## config.mk

```make
export PLATFORM = sky130hd
export DESIGN_NAME = enemy_spawner
export DESIGN_NICKNAME = d
export VERILOG_FILES = /design/src/rtl/enemy_spawner.sv
export SDC_FILE = /design/constraint.sdc
export NUM_CORES = 1
export LEC_CHECK = 0
export CORE_UTILIZATION = 50
export DETAILED_ROUTE_END_ITERATION = 7
export DONT_BUFFER_PORTS = 1
export PLACE_DENSITY = 0.73
export SLEW_MARGIN = 10
export SYNTH_ARGS = -nofsm -noshare
export SYNTH_HDL_FRONTEND = slang
export SYNTH_SLANG_ARGS = --single-unit
export TNS_END_PERCENT = 50
```

## constraint.sdc

```tcl
create_clock -name clk -period 3.5 [get_ports clk]
set_clock_uncertainty 0.15 [all_clocks]
set_input_delay 0.525 -clock clk [delete_from_list [all_inputs] [get_ports clk]]
set_output_delay 0.525 -clock clk [all_outputs]
set_load 0.02 [all_outputs]
```

## src/rtl/enemy_spawner.sv

```systemverilog
`default_nettype none
// ============================================================================
//  Module      : enemy_spawner
//  Description : Produces up to three enemy targets for the rocket fire
//                logic. Each slot is spawned at a pseudo-random x on the top
//                row, stepped down one pixel per move tick, and freed on a
//                kill or when it reaches the base line. Counts bases hit and
//                raises game_over once LIVES bases have been reached.
//                Optional build macro ENEMY_SPEEDUP_EN shortens the move
//                period as the kill count grows.
//  Revision    : 1.0 - initial release
// ============================================================================
module enemy_spawner #(
  parameter int OUT_WIDTH      = 8,
  parameter int SPAWN_INTERVAL = 64,
  parameter int MOVE_DIV       = 16,
  parameter int Y_LIMIT        = 200,
  parameter int X_MARGIN       = 8,
  parameter int LIVES          = 3
) (
  input  logic                 clk,
  input  logic                 rst,
  input  logic                 enable,
  input  logic                 enemy1_kill,
  input  logic                 enemy2_kill,
  input  logic                 enemy3_kill,
  output logic [OUT_WIDTH-1:0] xenemy1,
  output logic [OUT_WIDTH-1:0] yenemy1,
  output logic [OUT_WIDTH-1:0] xenemy2,
  output logic [OUT_WIDTH-1:0] yenemy2,
  output logic [OUT_WIDTH-1:0] xenemy3,
  output logic [OUT_WIDTH-1:0] yenemy3,
  output logic                 spawn_enemy1,
  output logic                 spawn_enemy2,
  output logic                 spawn_enemy3,
  output logic                 enemy_reached,
  output logic [3:0]           lives_lost,
  output logic                 game_over
);

  // --------------------------------------------------------------------------
  // Constants
  // --------------------------------------------------------------------------
  localparam int c_NSLOT   = 3;
  localparam int c_SPAWN_W = $clog2(SPAWN_INTERVAL);
  localparam int c_MOVE_W  = $clog2(MOVE_DIV);

  localparam logic [c_SPAWN_W-1:0] c_SPAWN_RELOAD = c_SPAWN_W'(SPAWN_INTERVAL - 1);
  localparam logic [c_MOVE_W-1:0]  c_MOVE_RELOAD  = c_MOVE_W'(MOVE_DIV - 1);
  localparam logic [c_SPAWN_W-1:0] c_SPAWN_ONE    = c_SPAWN_W'(1);
  localparam logic [c_MOVE_W-1:0]  c_MOVE_ONE     = c_MOVE_W'(1);

  localparam logic [OUT_WIDTH-1:0] c_X_LO    = OUT_WIDTH'(X_MARGIN);
  localparam logic [OUT_WIDTH-1:0] c_X_HI    = OUT_WIDTH'((2 ** OUT_WIDTH) - 1 - X_MARGIN);
  localparam logic [OUT_WIDTH-1:0] c_Y_LIMIT = OUT_WIDTH'(Y_LIMIT);
  localparam logic [OUT_WIDTH-1:0] c_Y_ONE   = OUT_WIDTH'(1);
  localparam logic [3:0]           c_LIVES   = 4'(LIVES);
  localparam logic [15:0]          c_LFSR_SEED = 16'hACE1;

  // Top-level game states
  localparam logic [1:0] c_ST_RESET = 2'd0;
  localparam logic [1:0] c_ST_RUN   = 2'd1;
  localparam logic [1:0] c_ST_PAUSE = 2'd2;
  localparam logic [1:0] c_ST_OVER  = 2'd3;

  // --------------------------------------------------------------------------
  // Registers and wires
  // --------------------------------------------------------------------------
  logic [1:0]           r_state;
  logic [15:0]          r_lfsr;
  logic [c_SPAWN_W-1:0] r_spawn_cnt;
  logic [c_MOVE_W-1:0]  r_move_cnt;
  logic [OUT_WIDTH-1:0] r_x [c_NSLOT];
  logic [OUT_WIDTH-1:0] r_y [c_NSLOT];
  logic [c_NSLOT-1:0]   r_active;
  logic                 r_reached;
  logic [3:0]           r_lives;
  logic                 r_over;

  logic                 w_run;
  logic                 w_live;
  logic                 w_spawn_fire;
  logic                 w_tick;
  logic                 w_go_over;
  logic                 w_lfsr_fb;
  logic [c_NSLOT-1:0]   w_kill_req;
  logic [c_NSLOT-1:0]   w_kill_ok;
  logic [c_NSLOT-1:0]   w_reach;
  logic [c_NSLOT-1:0]   w_step;
  logic [c_NSLOT-1:0]   w_spawn_sel;
  logic [1:0]           w_reach_cnt;
  logic [4:0]           w_lives_sum;
  logic [3:0]           w_lives_next;
  logic [OUT_WIDTH-1:0] w_lfsr_x;
  logic [OUT_WIDTH-1:0] w_spawn_x;
  logic [c_MOVE_W-1:0]  w_move_reload;

  assign w_kill_req = {enemy3_kill, enemy2_kill, enemy1_kill};

  // Work (counting, moving, spawning) happens only in cycles spent in RUN;
  // kills are honoured in RUN and PAUSE.
  assign w_run        = (r_state == c_ST_RUN);
  assign w_live       = (r_state == c_ST_RUN) || (r_state == c_ST_PAUSE);
  assign w_spawn_fire = w_run && (r_spawn_cnt == '0);
  assign w_tick       = w_run && (r_move_cnt == '0);

  // Fibonacci LFSR, taps 16/14/13/11 mapped onto bits 15/13/12/10
  assign w_lfsr_fb = r_lfsr[15] ^ r_lfsr[13] ^ r_lfsr[12] ^ r_lfsr[10];
  assign w_lfsr_x  = r_lfsr[OUT_WIDTH-1:0];

  // Keep spawned enemies at least X_MARGIN pixels away from either edge
  assign w_spawn_x = (w_lfsr_x < c_X_LO) ? c_X_LO :
                     (w_lfsr_x > c_X_HI) ? c_X_HI : w_lfsr_x;

  // Per-slot kill, reach, step and spawn-target decode
  always_comb begin
    w_kill_ok   = '0;
    w_reach     = '0;
    w_step      = '0;
    w_spawn_sel = '0;
    for (int i = 0; i < c_NSLOT; i++) begin
      w_kill_ok[i] = w_live && w_kill_req[i] && r_active[i];
      // A kill landing on the same cycle as a reach takes precedence
      w_reach[i]   = w_tick && r_active[i] && !w_kill_ok[i] && (r_y[i] == c_Y_LIMIT);
      w_step[i]    = w_tick && r_active[i] && !w_kill_ok[i] && (r_y[i] != c_Y_LIMIT);
    end
    // Descending scan so the lowest-index free slot is the one left selected.
    // A slot being killed or reaching this cycle is still active, hence busy.
    for (int i = c_NSLOT - 1; i >= 0; i--) begin
      if (w_spawn_fire && !r_active[i]) begin
        w_spawn_sel    = '0;
        w_spawn_sel[i] = 1'b1;
      end
    end
  end

  // Number of slots reaching on this tick and the saturated life count
  always_comb begin
    w_reach_cnt  = {1'b0, w_reach[0]} + {1'b0, w_reach[1]} + {1'b0, w_reach[2]};
    w_lives_sum  = {1'b0, r_lives} + {3'b000, w_reach_cnt};
    w_lives_next = (w_lives_sum > {1'b0, c_LIVES}) ? c_LIVES : w_lives_sum[3:0];
    w_go_over    = w_live && (w_lives_next == c_LIVES);
  end

`ifdef ENEMY_SPEEDUP_EN
  logic [7:0]  r_kills;
  logic [1:0]  w_kill_cnt;
  logic [8:0]  w_kills_sum;
  logic [1:0]  w_level;
  logic [31:0] w_div_shifted;

  // Speed level from the kill count and the resulting prescaler reload
  always_comb begin
    w_kill_cnt    = {1'b0, w_kill_ok[0]} + {1'b0, w_kill_ok[1]} + {1'b0, w_kill_ok[2]};
    w_kills_sum   = {1'b0, r_kills} + {7'b0000000, w_kill_cnt};
    w_level       = (r_kills >= 8'd24) ? 2'd3 : r_kills[4:3];
    w_div_shifted = 32'(MOVE_DIV) >> w_level;
    // Never let the period fall below two cycles
    w_move_reload = (w_div_shifted <= 32'd2) ? c_MOVE_ONE
                                             : c_MOVE_W'(w_div_shifted - 32'd1);
  end

  // Honoured-kill counter; holds at its maximum rather than wrapping back
  always_ff @(posedge clk) begin
    if (rst) begin
      r_kills <= '0;
    end else if (w_kill_cnt != 2'd0) begin
      r_kills <= w_kills_sum[8] ? 8'hFF : w_kills_sum[7:0];
    end
  end
`else
  assign w_move_reload = c_MOVE_RELOAD;
`endif

  // Game FSM, LFSR and the spawn / move timers
  always_ff @(posedge clk) begin
    if (rst) begin
      r_state     <= c_ST_RESET;
      r_lfsr      <= c_LFSR_SEED;
      r_spawn_cnt <= c_SPAWN_RELOAD;
      r_move_cnt  <= c_MOVE_RELOAD;
    end else begin
      case (r_state)
        c_ST_RESET: begin
          r_state     <= c_ST_RUN;
          r_spawn_cnt <= c_SPAWN_RELOAD;
          r_move_cnt  <= c_MOVE_RELOAD;
        end
        c_ST_RUN: begin
          r_lfsr      <= {r_lfsr[14:0], w_lfsr_fb};
          r_spawn_cnt <= w_spawn_fire ? c_SPAWN_RELOAD : (r_spawn_cnt - c_SPAWN_ONE);
          r_move_cnt  <= w_tick ? w_move_reload : (r_move_cnt - c_MOVE_ONE);
          if (w_go_over) begin
            r_state <= c_ST_OVER;
          end else if (!enable) begin
            r_state <= c_ST_PAUSE;
          end
        end
        c_ST_PAUSE: begin
          if (w_go_over) begin
            r_state <= c_ST_OVER;
          end else if (enable) begin
            r_state <= c_ST_RUN;
          end
        end
        default: begin
          r_state <= c_ST_OVER;
        end
      endcase
    end
  end

  // Slot occupancy and positions; position holds when a slot is freed
  always_ff @(posedge clk) begin
    if (rst) begin
      r_active <= '0;
      for (int i = 0; i < c_NSLOT; i++) begin
        r_x[i] <= '0;
        r_y[i] <= '0;
      end
    end else begin
      for (int i = 0; i < c_NSLOT; i++) begin
        if (w_spawn_sel[i]) begin
          r_active[i] <= 1'b1;
          r_x[i]      <= w_spawn_x;
          r_y[i]      <= '0;
        end else if (w_kill_ok[i] || w_reach[i]) begin
          r_active[i] <= 1'b0;
        end else if (w_step[i]) begin
          r_y[i] <= r_y[i] + c_Y_ONE;
        end
        // Game over clears every slot, overriding anything above
        if (w_go_over || (r_state == c_ST_OVER)) begin
          r_active[i] <= 1'b0;
        end
      end
    end
  end

  // Reach pulse, lives counter and sticky game-over flag
  always_ff @(posedge clk) begin
    if (rst) begin
      r_reached <= 1'b0;
      r_lives   <= '0;
      r_over    <= 1'b0;
    end else begin
      r_reached <= |w_reach;
      if (w_live) begin
        r_lives <= w_lives_next;
      end
      if (w_go_over) begin
        r_over <= 1'b1;
      end
    end
  end

  assign xenemy1       = r_x[0];
  assign yenemy1       = r_y[0];
  assign xenemy2       = r_x[1];
  assign yenemy2       = r_y[1];
  assign xenemy3       = r_x[2];
  assign yenemy3       = r_y[2];
  assign spawn_enemy1  = r_active[0];
  assign spawn_enemy2  = r_active[1];
  assign spawn_enemy3  = r_active[2];
  assign enemy_reached = r_reached;
  assign lives_lost    = r_lives;
  assign game_over     = r_over;

endmodule
`default_nettype wire

```

==> results.py, run 1 <==
metrics = {
    "run_status": {
        "status": "finished, violations left",
        "failed_checks": "setup timing",
    },
    "layout": {
        "fill_cells": 639,
        "postLayoutCoreUtil_pct": 60.7,
        "antenna_cells": 0,
        "fin_nets": 430,
        "synthToLayoutAreaGrowth_pct": 18.4,
        "layout-drive-gt1-share_pct": 20.9,
    },
    "global_routing": {
        "antenna_found_initial": 0,
        "grt_max_degree": 44,
        "grt_pass1_wl_um": 13400,
        "track_usage_pct": 20.9,
        "first_global_vias": 2688,
        "grt_overflow": 0,
    },
    "synthesis": {
        "yosysWarningCount": 0,
        "synth_common_cells": "nor2_1 (51), edfxtp_1 (48), dfxtp_1 (37)",
        "netlist_instances": 365,
        "synth-seq-cells": 85,
        "synthArstFlopShare_pct": 0,
        "synth_ff_type": "edfxtp_1",
        "synth_nets": 388,
        "yosysSeqAreaShare_pct": 55.4,
        "synth_edf_count": 48,
        "synth_top_cell_by_area": "edfxtp_1",
        "synth.distinct_cells": 49,
        "syn_area_um2": 3940,
        "synth_top_area_share_pct": 36.6,
        "synth.most_common_cell": "nor2_1",
        "ys_top_cells_by_area": "edfxtp_1 (37%), dfxtp_1 (19%), nor2_1 (4.9%)",
        "syn_area_per_cell_um2": 10.8,
    },
    "timing": {
        "fin_crit_ns": 3.57,
        "finalSetupViolCount": 6,
        "timing.final.crit_share_pct": 102,
        "tightest_slew_ns": 0.761,
        "final-max-slew-violation-count": 0,
        "setup_ws_ns": -0.0741,
        "finalHoldViolCount": 0,
        "fin_setup_tns_ns": -0.220,
        "rsz0062_at_grt": "yes",
        "fmax_mhz": 280,
        "timing.slew.headroom_pct": 49.0,
    },
    "pwr": {
        "power.switching_uw": 884,
        "leakagePower_nw": 1.82,
        "p_clk_share_pct": 26.4,
        "p_seq_share_pct": 49.4,
        "p_sw_share_pct": 33.8,
        "pwr-share-comb_pct": 24.3,
        "powerDensity_nw_per_um2": 560,
        "power.internal_mw": 1.73,
        "ir_drop_mv": 0.260,
    },
    "clock_network": {
        "clk_pin_slew_ns": 0.10,
        "htree_levels": 3,
        "clk_latency_ns": 0.37,
        "cts.sinks": 85,
        "cts_buffers": 9,
        "cts_root_buf": "clkbuf_8",
        "cts_tree": "done",
        "clockBufferDepth": 2,
    },
    "floorplan": {
        "rows": 32,
        "coreArea_um2": 7690,
        "ios": 63,
        "die_height_um": 90.8,
        "die_w_um": 90.8,
        "start_util_pct": 51.3,
        "die_area_um2": 8240,
    },
    "worst_setup_path": {
        "end_kind": "flip-flop",
        "crit_type": "flip-flop to flip-flop",
        "startpoint_type": "flip-flop",
        "reg2reg_slack_ns": -0.07,
        "cpMostUsedCell": "inv_2",
        "arrival_ns": 3.69,
        "path_cells": "nor4bb_4 > nand4b_1 > or3_4 > fa_1 > inv_2 > ha_4 > inv_2 > fa_2 > a211oi_2 > mux2i_1 > o31a_1 > a2111oi_2",
        "cp.required_ns": 3.61,
        "cp_slowest_cell": "fa_1",
        "slowest_delay_ns": 0.47,
        "path_max_fanout": 4,
    },
    "detailed_routing": {
        "drc": 0,
        "drt-pass1-iter-count": 6,
        "wl_um": 8070,
        "vias": 2803,
        "wl_per_cell_um": 15.7,
        "vias_per_cell": 5.45,
        "ant_nets": 0,
        "drtIter0Drc": 144,
    },
    "placement": {
        "gp_congestion": 0.855,
        "detailed_place_hpwl_um": 5820,
        "io_buffers": 0,
    },
    "hold_path": {
        "hold_path.class": "input port to flip-flop",
    },
    "flow_run": {
        "maxCapViolations": 0,
    },
}
-- area by class of cell --
class	count	area (µm²)	share of cell area, %
flip-flops and latches	85	2180	46.8
multi-input cells	238	1720	36.9
repair buffers	42	315	6.75
well taps	102	128	2.73
clock buffers	9	124	2.65
inverters	31	116	2.49
clock inverters	7	76.3	1.63
-- power groups by stage --
| stage | Combinational (mW) | Clock, mW | Sequential, mW |
|---|---|---|---|
| floorplan | 0.457 | 0 | 1.31 |
| global placement | 0.583 | 0 | 1.30 |
| detailed placement | 0.603 | 0 | 1.31 |
| CTS | 0.633 | 0.705 | 1.29 |
| global route | 0.715 | 0.738 | 1.31 |
| finish | 0.635 | 0.690 | 1.29 |
-- cell usage in the layout, fill, tap and decap left out, types with 2 or more instances in the layout --
master and n:
nand3_1 16, o211ai_1 5, or3_4 3, dfxtp_1 35, dfxtp_2 2, nor3b_1 2
xor2_1 15, a311oi_1 2, buf_4 42, xnor2_1 7, a31oi_1 4, ha_1 13
o21ai_1 2, o31ai_1 2, nor2_2 2, nor3_1 7, ha_4 2, nand4_1 3
inv_1 27, clkinv_4 2, a2111oi_2 2, o21ai_0 7, edfxtp_1 48, or3_1 3
o21a_1 4, inv_2 4, and2_1 3, mux2i_1 15, o22ai_1 2, clkbuf_8 9
nor2_1 49, nand4b_1 3, a221oi_2 2, and3_1 7, inv_8 3, nand2_1 32
or3b_1 2
-- logic make-up after synthesis --
| logic type | Yosys count | synth area share, % |
|---|---|---|
| DFF | 85 | 55.4 |
| AOI/OAI and AO/OA | 42 | 7.84 |
| and+or+nand+nor | 141 | 17.9 |
| buffers and inverters | 42 | 4.10 |
| xor gates and xnor gates | 22 | 4.89 |
| muxes | 16 | 4.10 |
| adders and majority gates | 17 | 5.78 |
-- sequential cells by signal, indices dropped and copies added (netlist names) --
name / cells
r_active: 3
r_lfsr: 16
lives_lost: 4
enemy_reached: 1
game_over: 1
r_move_cnt: 4
r_x: 24
r_state: 2
r_y: 24
r_spawn_cnt: 6
-- path summary, 6_finish.rpt --
check	startpoint	end	cells after the start
max	r_y[0][4]$_SDFFCE_PN0P_	r_active[1]$_SDFFE_PP0P_	12
min	rst	r_state[1]$_SDFFE_PP0P_	1
max reg2reg	r_y[0][4]$_SDFFCE_PN0P_	r_active[1]$_SDFFE_PP0P_	12
min reg2reg	r_lfsr[14]$_SDFFE_PP0N_	r_lfsr[15]$_SDFFE_PP1N_	2
-- metrics by stage --
stage | power (mW) | cell area (µm²) | setup WS, ns | hold slack [ns] | instances
2_1_floorplan | 1.77 | 4010 | -0.0741 | 0.291 | 365
3_3_place_gp | 1.89 | 4370 | -0.0849 | 0.302 | 495
3_5_place_dp | 1.92 | 4370 | -0.402 | 0.321 | 495
4_1_cts | 2.63 | 4640 | -0.154 | 0.0428 | 514
5_1_grt | 2.76 | 4670 | -0.264 | 0.0330 | 514
6_report | 2.62 | 4670 | -0.0741 | 0.0553 | 514
-- worst max-delay path, delay by kind of cell (launching register included) --
kind	cells	cell delay [ns]
buffers and inverters	2	0.13
AOI/OAI and AO/OA	3	0.72
muxes	1	0.12
adders and majority gates	3	0.95
and+or+nand+nor	3	0.96
DFF	1	0.44
-- routing by layer --
| metal | track usage (%) | wire (µm) | vias to the layer above |
|---|---|---|---|
| met2 | 33.9 | 4000 | 70 |
| met1 | 26.4 | 3500 | 1353 |
| met4 | 10.4 | 121 | 0 |
| met3 | 4.71 | 449 | 9 |
| met5 | 0 | 0 | - |
| li1 | - | - | 1371 |
-- repair_timing --
item / 4_1_cts / 5_1_grt
hold buffers: 0 / 0
setup buffers: 3 / 0
pin swaps: 12 / 3
gates resized for setup: 8 / 4
setup endpoints to repair: 6 / 8
Note: power is estimated with default switching activity, not from simulation.
==> run 2: changes to the inputs <==
--- a/constraint.sdc
+++ b/constraint.sdc
@@ -3,3 +3,3 @@
 set_input_delay 0.525 -clock clk [delete_from_list [all_inputs] [get_ports clk]]
 set_output_delay 0.525 -clock clk [all_outputs]
-set_load 0.02 [all_outputs]
+set_load 0.005 [all_outputs]
==> results.py, run 2 (synthesis gave the netlist of run 1 again) <==
metrics = {
    "worst_setup_path": {
        "cp.required_ns": 3.61,
        "path_cells": "nor4bb_2 > nand4b_1 > or3_4 > fa_1 > inv_1 > ha_2 > inv_2 > fa_2 > a211oi_2 > mux2i_1 > o31a_1 > buf_6 > a2111oi_4",
        "end_kind": "flip-flop",
        "startpoint_type": "flip-flop",
        "slowest_delay_ns": 0.46,
        "crit_type": "flip-flop to flip-flop",
        "path_max_fanout": 3,
        "cp_slowest_cell": "fa_1",
        "arrival_ns": 3.76,
    },
    "layout": {
        "synthToLayoutAreaGrowth_pct": 17.1,
        "antenna_cells": 0,
        "final_cell_mix": "nor2_1 (51), edfxtp_1 (48), buf_4 (39)",
        "stdcell_area_um2": 4610,
        "reg.largest.list": "r_x x24, r_y x24, r_lfsr x16",
        "postLayoutCoreUtil_pct": 60.0,
        "layout_commonest_cell": "nor2_1",
        "fin_nets": 428,
        "layout-drive-gt1-share_pct": 19.3,
        "seq_area_um2": 2180,
        "multi_input_area_um2": 1690,
        "fill_cells": 640,
    },
    "run_status": {
        "status": "finished, violations left",
        "failed_checks": "setup timing",
    },
    "timing": {
        "final-max-slew-violation-count": 0,
        "timing.slew.headroom_pct": 51.1,
        "setup_ws_ns": -0.152,
        "finalHoldViolCount": 0,
        "fin_crit_ns": 3.65,
        "tightest_slew_ns": 0.730,
        "fmax_mhz": 274,
        "rsz0062_at_grt": "yes",
        "whs_ns": 0.0712,
        "fin_setup_tns_ns": -0.501,
        "timing.final.crit_share_pct": 104,
        "finalSetupViolCount": 6,
    },
    "floorplan": {
        "ios": 63,
        "rows": 32,
        "die_area_um2": 8240,
        "die_height_um": 90.8,
        "coreArea_um2": 7690,
        "start_util_pct": 51.3,
        "die_w_um": 90.8,
    },
    "clock_network": {
        "cts_root_buf": "clkbuf_8",
        "clk_latency_ns": 0.36,
        "cts.sinks": 85,
        "clockBufferDepth": 2,
        "clk_pin_slew_ns": 0.09,
        "cts-hold-fix-buffers": 0,
        "htree_levels": 3,
        "cts_buffers": 9,
        "cts_tree": "done",
    },
    "detailed_routing": {
        "ant_nets": 0,
        "drt-pass1-iter-count": 4,
        "drtIter0Drc": 116,
        "vias_per_cell": 5.52,
        "drc": 0,
        "wl_per_cell_um": 15.8,
        "vias": 2828,
        "wl_um": 8110,
    },
    "placement": {
        "dpl_cell_area_um2": 4350,
        "gp_congestion": 0.770,
        "io_buffers": 0,
        "detailed_place_hpwl_um": 5710,
    },
    "global_routing": {
        "antenna_found_initial": 0,
        "track_usage_pct": 21.2,
        "first_global_vias": 2864,
        "grt_max_degree": 44,
        "grt_overflow": 0,
        "grt_pass1_wl_um": 13800,
    },
    "pwr": {
        "ir_drop_mv": 0.263,
        "powerDensity_nw_per_um2": 553,
        "p_total_mw": 2.55,
        "leakagePower_nw": 1.80,
    },
    "flow_run": {
        "maxCapViolations": 0,
    },
    "hold_path": {
        "hold_path.class": "input port to flip-flop",
    },
}
[run 2: cell types whose count changed in the layout (fill, tap and decap cells not counted), moves of 2 or more]
cell / before / now
buf_4: 42 / 39
nor2_1: 49 / 51
a221oi_2: 2 / 0
nor2_2: 2 / 0
inv_6: 1 / 3
nor4bb_2: 0 / 2
a221oi_1: 0 / 2
[run 2: final cells by class]
type / count / area share (%)
Clock buffer: 9 / 2.68
Clock inverter: 7 / 1.41
Inverter: 31 / 2.52
Multi-Input combinational cell: 238 / 36.7
Sequential cell: 85 / 47.3
Tap cell: 102 / 2.77
Timing Repair Buffer: 40 / 6.59
[run 2: final timing paths]
path	endpoint	start	slack, ns	cells past startpoint
min	lives_lost[1]$_SDFFE_PP0N_	rst	0.07	1
min reg2reg	r_lfsr[11]$_SDFFE_PP1N_	r_lfsr[11]$_SDFFE_PP1N_	0.34	2
max	r_active[1]$_SDFFE_PP0P_	r_y[0][5]$_SDFFCE_PN0P_	-0.15	13
max reg2reg	r_active[1]$_SDFFE_PP0P_	r_y[0][5]$_SDFFCE_PN0P_	-0.15	13
[run 2: critical path, delay by kind of cell, from the launching register on]
| family | cells | cell delay (ns) |
|---|---|---|
| mux | 1 | 0.14 |
| flops | 1 | 0.41 |
| simple gates | 3 | 0.93 |
| fa+ha+maj | 3 | 0.98 |
| compound gates | 3 | 0.68 |
| buf+inv | 3 | 0.27 |
[run 2: timing repair]
item	in CTS	in global routing
endpoints found under the setup margin	6	8
pin swaps	9	3
setup buffers	3	0
resized for setup	7	0
[run 2: power breakdown]
group	internal, mW	switching, mW
Sequential	1.17	0.0974
Combinational	0.263	0.343
Clock	0.277	0.398
[run 2: stage by stage]
stage                     setup WS (ns)  std cells
after global placement          -0.0384        493
final                            -0.152        512
after floorplan                 -0.0701        365
after CTS                        -0.148        512
after detailed placement         -0.197        493
after global routing             -0.324        512
[run 2: routing by layer]
| metal | GRT usage, % | wire (µm) | vias up |
|---|---|---|---|
| met3 | 5.39 | 417 | 20 |
| met1 | 26.5 | 3570 | 1354 |
| met4 | 9.52 | 174 | 0 |
| met2 | 34.7 | 3950 | 82 |
| li1 | - | - | 1372 |
| met5 | 0 | 0 | - |
==> run 3: changes to the inputs <==
CTS_CLUSTER_SIZE = 25   (was default)
==> results of run 3 <==
The final DEF is identical to that of run 2; final timing and power are the same.
